**src/rtl/core_if.sv**
```systemverilog
// core_if: instruction fetch stage of the i2d core.
// Build option: define I2D_IF_PREFETCH_EN to add a 2-entry prefetch FIFO between the bus and the slot.
// Purpose: owns the fetch PC, issues word requests and presents one instruction per cycle to decode.
// Latency: an ack at edge N is visible on if_pc/if_instr after edge N when the slot is consumable.
// Backpressure: id_halt freezes the slot; fetch stops once there is no room for a returning word.
module core_if #(
  parameter logic [31:0] RESET_PC = 32'h0000_0000
) (
  input  logic        clk,
  input  logic        rst,
  input  logic        id_halt,
  input  logic        id_flush,
  input  logic        branch,
  input  logic [31:0] branch_target,
  output logic [31:0] if_pc,
  output logic [31:0] if_instr,
  output logic        if_err,
  output logic        imem_req,
  output logic [31:0] imem_addr,
  input  logic        imem_ack,
  input  logic [31:0] imem_data,
  input  logic        imem_err
);

  localparam logic [5:0]  OPCODE_NOP = 6'h13;
  localparam logic [31:0] NOP_BUBBLE = {OPCODE_NOP, 26'd0};
  localparam logic [31:0] NOP_FAULT  = {OPCODE_NOP, 26'd3};

  typedef enum logic [1:0] {S_RST, S_FETCH, S_DRAIN, S_ERR} state_t;

  state_t      state, state_nxt;
  logic [31:0] fetch_pc;
  logic [31:0] redir_pc;     // where to resume once a drained request acks
  logic        hold;         // FETCH request raised earlier and still unacked
  logic        slot_valid;

  // Small in-order buffer; with prefetch disabled it never holds more than
  // one word and acts as the stall latch for an ack that lands during a halt.
  logic [31:0] buf_pc    [2];
  logic [31:0] buf_instr [2];
  logic        buf_err   [2];
  logic        wr_ptr, rd_ptr;
  logic [1:0]  buf_cnt;

  logic        kill, slot_load, ack_ok, take_data, buf_empty, push, pop, room;
  logic [31:0] tgt_pc, flush_pc, restart_pc, ack_instr;
  logic        unused_tgt_lsbs;

  assign unused_tgt_lsbs = ^branch_target[1:0];

  assign kill       = branch | id_flush;
  assign slot_load  = !id_halt && !kill;
  assign ack_ok     = imem_req && imem_ack;
  assign take_data  = ack_ok && (state == S_FETCH) && !kill;
  assign buf_empty  = (buf_cnt == 2'd0);
  assign pop        = slot_load && !buf_empty;
  assign push       = take_data && !(slot_load && buf_empty);
  assign ack_instr  = imem_err ? NOP_FAULT : imem_data;
  assign tgt_pc     = {branch_target[31:2], 2'b00};
  // Oldest discarded valid instruction: slot, then buffer head, then the fetch PC.
  assign flush_pc   = slot_valid ? if_pc : (!buf_empty ? buf_pc[rd_ptr] : fetch_pc);
  assign restart_pc = branch ? tgt_pc : flush_pc;
  assign imem_addr  = fetch_pc;

`ifdef I2D_IF_PREFETCH_EN
  // A full buffer still has room when decode drains its head at this edge.
  assign room = (buf_cnt != 2'd2) || !id_halt;
`else
  // Only fetch when the word can reach the slot, or an empty slot is frozen by a halt.
  assign room = !id_halt || (buf_empty && !slot_valid);
`endif

  // State register
  always_ff @(posedge clk or negedge rst) begin
    if (!rst) state <= S_RST;
    else      state <= state_nxt;
  end

  // Next state and bus request; no new request starts in a redirect/flush cycle
  always_comb begin
    state_nxt = state;
    imem_req  = 1'b0;
    case (state)
      S_RST:   state_nxt = S_FETCH;
      S_FETCH: begin
        imem_req = hold || (room && !kill);
        if (kill)
          state_nxt = (hold && !imem_ack) ? S_DRAIN : S_FETCH;
        else if (imem_req && imem_ack && imem_err)
          state_nxt = S_ERR;
      end
      S_DRAIN: begin
        imem_req = 1'b1;
        if (imem_ack) state_nxt = S_FETCH;
      end
      S_ERR:   if (branch) state_nxt = S_FETCH;
      default: state_nxt = S_RST;
    endcase
  end

  // Fetch PC, pending redirect target and in-flight tracking
  always_ff @(posedge clk or negedge rst) begin
    if (!rst) begin
      fetch_pc <= RESET_PC;
      redir_pc <= RESET_PC;
      hold     <= 1'b0;
    end else begin
      hold <= (state == S_FETCH) && imem_req && !imem_ack && !kill;
      case (state)
        S_RST:   fetch_pc <= RESET_PC;
        S_FETCH: begin
          if (kill) begin
            if (hold && !imem_ack) redir_pc <= restart_pc;
            else                   fetch_pc <= restart_pc;
          end else if (take_data) begin
            fetch_pc <= fetch_pc + 32'd4;
          end
        end
        S_DRAIN: begin
          if (imem_ack)    fetch_pc <= branch ? tgt_pc : redir_pc;
          else if (branch) redir_pc <= tgt_pc;
        end
        S_ERR:   if (branch) fetch_pc <= tgt_pc;
        default: ;
      endcase
    end
  end

  // Output slot and buffer occupancy; slot reloads only when decode consumes it
  always_ff @(posedge clk or negedge rst) begin
    if (!rst) begin
      slot_valid <= 1'b0;
      if_pc      <= 32'd0;
      if_instr   <= NOP_BUBBLE;
      if_err     <= 1'b0;
      wr_ptr     <= 1'b0;
      rd_ptr     <= 1'b0;
      buf_cnt    <= 2'd0;
    end else if (kill) begin
      slot_valid <= 1'b0;
      if_instr   <= NOP_BUBBLE;
      if_err     <= 1'b0;
      wr_ptr     <= 1'b0;
      rd_ptr     <= 1'b0;
      buf_cnt    <= 2'd0;
    end else begin
      if (slot_load) begin
        if (pop) begin
          slot_valid <= 1'b1;
          if_pc      <= buf_pc[rd_ptr];
          if_instr   <= buf_instr[rd_ptr];
          if_err     <= buf_err[rd_ptr];
        end else if (take_data) begin
          slot_valid <= 1'b1;
          if_pc      <= fetch_pc;
          if_instr   <= ack_instr;
          if_err     <= imem_err;
        end else begin
          slot_valid <= 1'b0;
          if_instr   <= NOP_BUBBLE;
          if_err     <= 1'b0;
        end
      end
      if (push) wr_ptr <= ~wr_ptr;
      if (pop)  rd_ptr <= ~rd_ptr;
      buf_cnt <= buf_cnt + {1'b0, push} - {1'b0, pop};
    end
  end

  // Buffer storage; contents are only meaningful below the occupancy count
  always_ff @(posedge clk) begin
    if (push) begin
      buf_pc[wr_ptr]    <= fetch_pc;
      buf_instr[wr_ptr] <= ack_instr;
      buf_err[wr_ptr]   <= imem_err;
    end
  end

endmodule

```
**config.mk**
```make
export PLATFORM = sky130hd
export DESIGN_NAME = core_if
export DESIGN_NICKNAME = d
export VERILOG_FILES = /design/src/rtl/core_if.sv
export SDC_FILE = /design/constraint.sdc
export NUM_CORES = 1
export LEC_CHECK = 0
export ABC_CLOCK_PERIOD_IN_PS = 6300
export BUFFER_PORTS_ARGS = -buffer_cell sky130_fd_sc_hd__clkbuf_2
export CAP_MARGIN = 5
export CORE_UTILIZATION = 59
export DETAILED_ROUTE_END_ITERATION = 8
export HOLD_SLACK_MARGIN = 0.15
export PLACE_DENSITY = 0.92
export SLEW_MARGIN = 20
export SYNTH_ARGS = -nofsm -noshare
export SYNTH_HDL_FRONTEND = slang
export SYNTH_SLANG_ARGS = --single-unit
```
**constraint.sdc**
```tcl
create_clock -name clk -period 6.3 [get_ports clk]
set_input_delay 0.63 -clock clk [delete_from_list [all_inputs] [get_ports clk]]
set_output_delay 0.63 -clock clk [all_outputs]
set_load 0.02 [all_outputs]
```
==> out/metrics.yaml, run 1 <==
run_status: "finished, final reports clean"
grt_use_met1: 0.4216
finalSetupTns_ps: 0
io_buffers: 166
critical-path-max-stage-delay_ps: 740
synth_compound_area_frac: 0.2058
power_mw: 5.371
syn-num-nets: 1358
final_nets: 1460
synth_warnings: 0
arrival_ps: 3920
start_util: 0.6041
diodes: 0
gr-total-overflow: 0
die_x_um: 154.5
wl_per_cell_um: 23.05
dieArea_mm2: 0.02387
grt_pass1_wl_mm: 61.57
vias: 11750
async_flop_share: 0.5131
antenna_found_initial: 0
syn_area_mm2: 0.01372
synth.area.mux_share: 0.07224
final_max_slew_viol_count: 0
synthCells: 1280
use_met3: 0.05856
synthAdderAreaFrac: 0.006385
grt_usage: 0.3262
final_cell_mix: "clkbuf_2 (164), o21ai_0 (139), dfrtp_1 (133)"
synth_edf_count: 130
peakVddDrop_uv: 336.9
clock-root-buffer: "clkbuf_16"
core_mm2: 0.02271
ys_ff_latch: 267
clk_latency_ps: 540
rsz0062_at_grt: "no"
critical_path.slowest_cell: "nor2_4"
dpl.hpwl_mm: 23.17
drt_iter0_drc: 1597
power.leakage_nw: 6.123
critical_path.max_fanout: 46
rows: 55
power.density_mw_per_mm2: 341.7
clk_pin_slew_ps: 70
clk_path_buf_depth: 3
cap_violations: 0
crit_type: "reg -> reg"
first_pass_iters: 9
critPathCaptureType: "register"
cts_tree: "done"
synth_top_family_by_area: "compound AO/OA/AOI/OAI gates"
cp-start-kind: "register"
synth_xor_area_frac: 0.005746
ys_types: 75
antenna_left: 0
hold_viol: 0
syn_area_per_cell_um2: 10.72
ios: 169
drt-total-wl_mm: 38.94
final.period_utilization: 0.5894
finClkSkew_ps: 12.33
finalCriticalPeriod_ps: 3713
busiest_layer: "met2"
cts_resized: 0
worstPathRequired_ps: 6500
cts_made_buffers: 28
drive_gt1_frac: 0.2172
layout_commonest_cell: "clkbuf_2"
relSlewSlack: 0.2948
htree_levels: 1
max_clock_freq_mhz: 269.3
gr-usage-met2: 0.5262
grt_pass1_vias: 11800
gp_congestion: 0.8905
worst_pin_slew_ps: 1058
routed_via_density: 6.958
cp_cell_sequence: "buf_4 > or3_4 > a311oi_4 > o21ai_0 > nor2_4 > buf_12"
postCtsSetupRepairBufs: 0
hp-class: "in -> async"
grt_max_degree: 91
synthFlopType: "dfrtp_1"
seq_area_frac_synth: 0.5348
finalSetupViolations: 0
die_h_um: 154.5
cts.sinks: 267
postCtsHoldBufs: 0
drc: 0
areaGrowthSynthToFinish_pct: 14.57
synthSimpleGateAreaFrac: 0.1336
-- final timing paths --
check                      cells after the start              start                to  slack [ps]
max                                            6         buf_cnt[1]  buf_instr[1][11]        2590
min                                            1                rst          if_pc[8]         140
max reg2reg                                    6         buf_cnt[1]  buf_instr[1][11]        2590
min reg2reg                                    2          if_pc[25]         if_pc[25]         500
max in group asynchronous                      2                rst      if_instr[29]        4870
min in group clk                               3  branch_target[26]      redir_pc[26]         380
-- stage by stage --
| step | hold WS (ps) | instance area [um^2] | setup WS, ps | instances | utilization |
|---|---|---|---|---|---|
| after floorplan | 334.4 | 13720 | 1413 | 1280 | - |
| after global placement | 465.4 | 14620 | 2571 | 1635 | 0.6437 |
| after detailed placement | 474.6 | 14620 | 2436 | 1635 | 0.6437 |
| after CTS | 236.3 | 15650 | 2421 | 1687 | 0.6890 |
| after global routing | 257.7 | 15720 | 2455 | 1689 | 0.6921 |
| final | 143.5 | 15720 | 2587 | 1689 | 0.6921 |
-- layout make-up --
class	count	area, um^2
sequential	267	7340
fill	1589	6993
multi-input combinational	879	5856
timing repair buffer	188	1067
clock buffer	33	770.7
tap	285	356.6
clock inverter	19	259.0
inverter	18	67.56
-- per-layer routing --
metal,up-vias,share of wire,wire length (um)
met3,187,0.11,4253
li1,5051,-,-
met1,5665,0.37,14590
met5,-,0,0
met4,0,0.050,1938
met2,849,0.47,18160
-- power by group --
group	switching, mW	internal, mW
registers	0.340	2.08
logic	0.707	0.422
clock network	0.701	1.12
total	1.75	3.62
-- flip-flops by register name (all words and copies together) (netlist names) --
register / count
buf_cnt: 2
buf_err: 2
buf_instr: 64
buf_pc: 64
hold: 1
if_err: 1
if_instr: 32
if_pc: 32
imem_addr: 32
rd_ptr: 1
redir_pc: 32
slot_valid: 1
state: 2
wr_ptr: 1
-- worst max-delay path, delay by kind of cell (launching register included) --
family                 cells  cell delay [ps]
flip-flops                 1              660
buffers and inverters      2              710
AO/OA/AOI/OAI              2              780
AND/OR/NAND/NOR            2             1170
-- cells by family (layout without fill, tap and decap cells) --
group	Yosys count	in the layout
and+or+nand+nor	361	361
muxes	94	94
AOI/OAI and AO/OA	408	408
adders and majority gates	7	7
buffers and inverters	134	258
xor gates and xnor gates	9	9
DFF	267	267
-- cells in the mapped netlist (7+ instances only) --
cell	n	area, um^2
inv_1	17	63.81
mux2i_1	54	540.5
dfrtp_1	134	3353
a211oi_1	30	225.2
a22oi_1	29	217.7
a31oi_1	12	75.07
nand3_1	15	75.07
nor2b_1	69	431.7
o211ai_1	7	52.55
a221oi_1	52	455.4
a21oi_1	31	155.2
nand4_1	7	43.79
nand2b_1	7	43.79
mux2_2	40	450.4
nor2_1	56	210.2
nand2_1	97	364.1
a21o_1	8	60.06
a22o_1	34	297.8
ha_1	7	87.58
buf_2	38	190.2
clkbuf_1	71	266.5
o21ai_0	139	695.7
edfxtp_1	130	3904
nor3_1	64	320.3
No activity file was read; power rests on OpenSTA's default activity.
==> inputs of run 2 (changes only) <==
Settings changed: ABC_CLOCK_PERIOD_IN_PS 6300 to 3700.
Clock period 6.3 ns to 3.7 ns, I/O delays scaled along.
==> run 2 against run 1 <==
Net effect:
- register-to-register slack lost 2200 ps
- clock-buffer cell count is 3 higher
- die area did not move
- hold slack better by 33 ps
- critical path depth grew 1
- non-clock buffer count up 18
- wire length up 1.9%
- combinational power grew 73%
- total power up 64%
- critical path type unchanged
- largest power group unchanged
==> out/metrics.yaml, run 2 (same netlist as run 1, synthesis figures left out) <==
peakVddDrop_uv: 527.8
crit_type: "reg -> reg"
run_status: "finished, final reports clean"
drc: 0
die_h_um: 154.5
final_cell_mix: "clkbuf_2 (164), o21ai_0 (139), dfrtp_1 (133)"
hp-class: "in -> reg"
grt_pass1_vias: 11860
grt_usage: 0.3344
cts_made_buffers: 29
postLayoutCellArea_mm2: 0.01571
gp_congestion: 0.9151
reg_top3: "buf_instr: 64 flops, buf_pc: 64 flops"
power.leakage_nw: 6.137
hold_depth: 2
critPathCaptureType: "register"
antenna_left: 0
power.density_mw_per_mm2: 561.3
clk_latency_ps: 550
placed_cells: 1648
clk_path_buf_depth: 3
hold_path_end: "hold"
r2r_end: "buf_instr[1][21]"
cp-start-kind: "register"
postCtsSetupRepairBufs: 0
worstPathRequired_ps: 3920
antenna_found_initial: 3
post-place-ws_ps: 490.9
die_x_um: 154.5
cap_violations: 0
finClkSkew_ps: 22.64
dieArea_mm2: 0.02387
areaGrowthSynthToFinish_pct: 14.54
final_max_slew_viol_count: 0
placed_area_mm2: 0.01476
reg2reg_depth: 7
power_mw: 8.820
grt_pass1_wl_mm: 62.89
final_nets: 1479
drive_gt1_frac: 0.2145
worst_pin_slew_ps: 1097
wl_per_cell_um: 23.22
r2r-start: "state[1]"
fin_ws_ps: 385.6
grt_max_degree: 73
finalSetupTns_ps: 0
core_mm2: 0.02271
clock-root-buffer: "clkbuf_16"
clk_pin_slew_ps: 60
ios: 169
first_pass_iters: 6
fin_util: 0.6919
drt-total-wl_mm: 39.67
drt_iter0_drc: 1485
gr-total-overflow: 0
finalCriticalPeriod_ps: 3314
routed_via_density: 6.943
stdcell_count: 1708
whs_ps: 176.4
cts_tree: "done"
rsz0062_at_grt: "no"
finalSetupViolations: 0
htree_levels: 1
relSlewSlack: 0.2656
start_util: 0.6041
hold_viol: 0
regToRegSetupSlack_ps: 390
arrival_ps: 3540
vias: 11860
final.period_utilization: 0.8958
dpl.hpwl_mm: 24.57
max_clock_freq_mhz: 301.7
io_buffers: 166
cts.sinks: 267
rows: 55
hold_start: "imem_ack"
critical_path.max_fanout: 28
layout_commonest_cell: "clkbuf_2"
run 2: worst max-delay path, stage by stage (launching register included):
cell and delay [ps]:
dfrtp_1 440, inv_1 100, ha_1 440, nand3_1 250, a311oi_4 380, o21ai_0 420, nor2_4 650, buf_12 290
run 2: worst max path at each step:
stage | from | endpoint | slack, ps | depth (start not counted)
final | state[1] | buf_instr[1][21] | 390 | 7
after global routing | state[1] | buf_instr[1][0] | 260 | 7
after CTS | state[1] | buf_instr[0][26] | 450 | 7
after detailed placement | state[1] | buf_pc[0][30] | 490 | 7
after global placement | state[1] | buf_pc[0][30] | 570 | 7
after floorplan | state[0] | buf_err[0] | -30 | 7
run 2: final cells by class:
| type | instances | area [um^2] |
|---|---|---|
| Tap cell | 285 | 356.6 |
| Fill cell | 1574 | 6997 |
| Inverter | 18 | 67.56 |
| Clock buffer | 36 | 752.0 |
| Sequential cell | 267 | 7340 |
| Timing Repair Buffer | 206 | 1217 |
| Antenna cell | 1 | 2.502 |
| Clock inverter | 16 | 130.1 |
| Multi-Input combinational cell | 879 | 5847 |
run 2: repair_timing:
| action | in CTS | in global routing |
|---|---|---|
| endpoints found under the hold margin | 79 | 0 |
| hold buffers | 7 | 0 |
| resized for setup | 0 | 0 |
run 2: per-layer routing:
layer,global-route usage,wire (um),vias up
li1,-,-,5083
met1,0.4223,14810,5714
met2,0.5443,18580,850
met3,0.06556,4087,209
met4,0.1853,2179,2
met5,0,12,-
run 2: power by group:
| group | switching, mW | leakage, nW | internal (mW) |
|---|---|---|---|
| Sequential | 0.587 | 2.97 | 3.54 |
| Clock | 1.17 | 0.435 | 1.57 |
| Combinational | 1.22 | 2.73 | 0.734 |
| Total | 2.97 | 6.14 | 5.85 |
==> inputs of run 3 (changes only) <==
Settings changed: REMOVE_ABC_BUFFERS set to 1, SLEW_MARGIN 20 to not set.
==> run 3 against run 2 <==
Net effect:
- hold slack improved by 4.0 ps
- largest cell class unchanged
- core utilization increased by 0.29 points
- clock power increased by 3%
- via count is 0.69% higher
- flip-flop and latch count unchanged
- clock-buffer cell count decreased by 2
- wire length shrank 0.60%
- critical path type unchanged
- non-clock buffer count up 7
- fmax is 13% higher
==> out/metrics.yaml, run 3 (same netlist as run 1, synthesis figures left out) <==
gr-total-overflow: 0
run_status: "finished, final reports clean"
vias: 11940
p_clk_frac: 0.318
grt_max_degree: 95
post-place-ws_ps: 775.5
power.density_mw_per_mm2: 563.4
die_h_um: 154.5
fin_util: 0.6948
cap_violations: 0
clk_path_buf_depth: 3
areaGrowthSynthToFinish_pct: 15.02
core_mm2: 0.02271
drt_iter0_drc: 1588
finClkSkew_ps: 26.06
max_clock_freq_mhz: 339.8
drc: 0
seqPwrFrac: 0.463
critical_path.slowest_cell: "or3_4"
layout_commonest_cell: "clkbuf_2"
whs_ps: 180.4
drt-total-wl_mm: 39.43
clk_latency_ps: 560
dieArea_mm2: 0.02387
final_nets: 1485
finalSetupViolations: 0
switching_share: 0.3405
wl_per_cell_um: 22.99
power.leakage_nw: 6.173
cts_tree: "done"
clock-root-buffer: "clkbuf_16"
postLayoutCellArea_mm2: 0.01578
critical_path.max_fanout: 19
grt_pass1_wl_mm: 62.62
cts_made_buffers: 28
rsz0062_at_grt: "no"
grt_pass1_vias: 11870
finalCriticalPeriod_ps: 2943
die_x_um: 154.5
regArea_mm2: 0.007340
critPathCaptureType: "register"
startpoint: "buf_cnt[1]"
cp_cell_sequence: "buf_4 > or3_4 > a311oi_4 > o21ai_0 > ha_1 > inv_1 > ha_1 > xor2_1 > xnor2_1 > nor2_1"
htree_levels: 1
final_cell_mix: "clkbuf_2 (164), o21ai_0 (139), dfrtp_1 (133)"
postCtsSetupRepairBufs: 0
antenna_left: 0
worst_pin_slew_ps: 1170
gp_congestion: 0.9241
drive_gt1_frac: 0.2211
rows: 55
p_switching_mw: 3.027
relSlewSlack: 0.2203
final_max_slew_viol_count: 0
reg_top3: "buf_instr: 64 flops, buf_pc: 64 flops"
final.period_utilization: 0.7953
worstPathRequired_ps: 4130
crit_type: "reg -> reg"
peakVddDrop_uv: 488.4
routed_via_density: 6.962
arrival_ps: 3380
fillers: 1529
cpMostUsedCell: "ha_1"
hp-class: "in -> reg"
power_frac_comb: 0.220
hold_start: "branch_target[16]"
antenna_found_initial: 1
cts_resized: 0
io_buffers: 166
start_util: 0.6041
placed_area_mm2: 0.01477
p_int_mw: 5.863
clk_pin_slew_ps: 70
dpl.hpwl_mm: 24.00
ios: 169
grt_usage: 0.3314
critical-path-max-stage-delay_ps: 420
cts.sinks: 267
first_pass_iters: 8
hold_viol: 0
fin_ws_ps: 757.3
r2r-start: "buf_cnt[1]"
multiInputGateArea_mm2: 0.005839
cp-start-kind: "register"
[run 3: changes by cell type in the layout (fill, tap and decap cells not counted), sizes merged]
cell,delta
buf,+4
clkbuf,-2
clkinv,-5
clkinvlp,+4
dlygate4sd3,+3
inv,+3
[run 3: layout make-up]
| class | instances | share of cell area |
|---|---|---|
| clock buffers | 34 | 0.04718 |
| flip-flops and latches | 267 | 0.4651 |
| well taps | 285 | 0.02260 |
| clock inverters | 18 | 0.01039 |
| diodes | 1 | 0.0001586 |
| inverters | 18 | 0.004282 |
| repair buffers | 213 | 0.08017 |
| multi-input cells | 879 | 0.3701 |
[run 3: path summary, 6_finish.rpt]
check,endpoint,slack [ps],cells past startpoint
worst max-delay path,buf_cnt[1],760,10
worst min-delay path,redir_pc[16],180,3
worst max register to register,buf_cnt[1],760,10
worst min register to register,redir_pc[4],490,2
max in group asynchronous,if_pc[10],2390,3
min in group asynchronous,if_instr[29],480,2
[run 3: repair_timing]
action,in CTS,in global routing
endpoints found under the hold margin,94,0
setup endpoints to repair,0,0
hold buffers,10,0
[run 3: worst max-delay path, delay by kind of cell, from the launching register on]
family	cells	cell delay, ps
compound gates	2	790
xor+xnor	2	320
fa+ha+maj	2	600
buf+inv	2	250
flops	1	380
simple gates	2	470
[run 3: stage by stage]
| step | TNS, ps | cells | total power, mW |
|---|---|---|---|
| after floorplan | -221980 | 1164 | 5.174 |
| after global placement | 0 | 1652 | 5.908 |
| after detailed placement | 0 | 1652 | 6.029 |
| after CTS | 0 | 1714 | 8.832 |
| after global routing | 0 | 1715 | 9.191 |
| final | 0 | 1715 | 8.890 |
[run 3: layer usage]
| metal | up-vias | share of wire | track usage |
|---|---|---|---|
| li1 | 5105 | - | - |
| met2 | 937 | 0.47 | 0.5337 |
| met5 | - | 0 | 0 |
| met4 | 0 | 0.049 | 0.1768 |
| met3 | 188 | 0.11 | 0.06472 |
| met1 | 5710 | 0.37 | 0.4267 |
[run 3: power groups by stage]
stage                     logic (mW)  clock network, mW  registers (mW)
after CTS                       1.93               2.82            4.09
after floorplan                0.863                  0            4.31
after detailed placement        1.89                  0            4.13
after global placement          1.82                  0            4.09
after global routing            2.10               2.93            4.16
final                           1.95               2.82            4.11
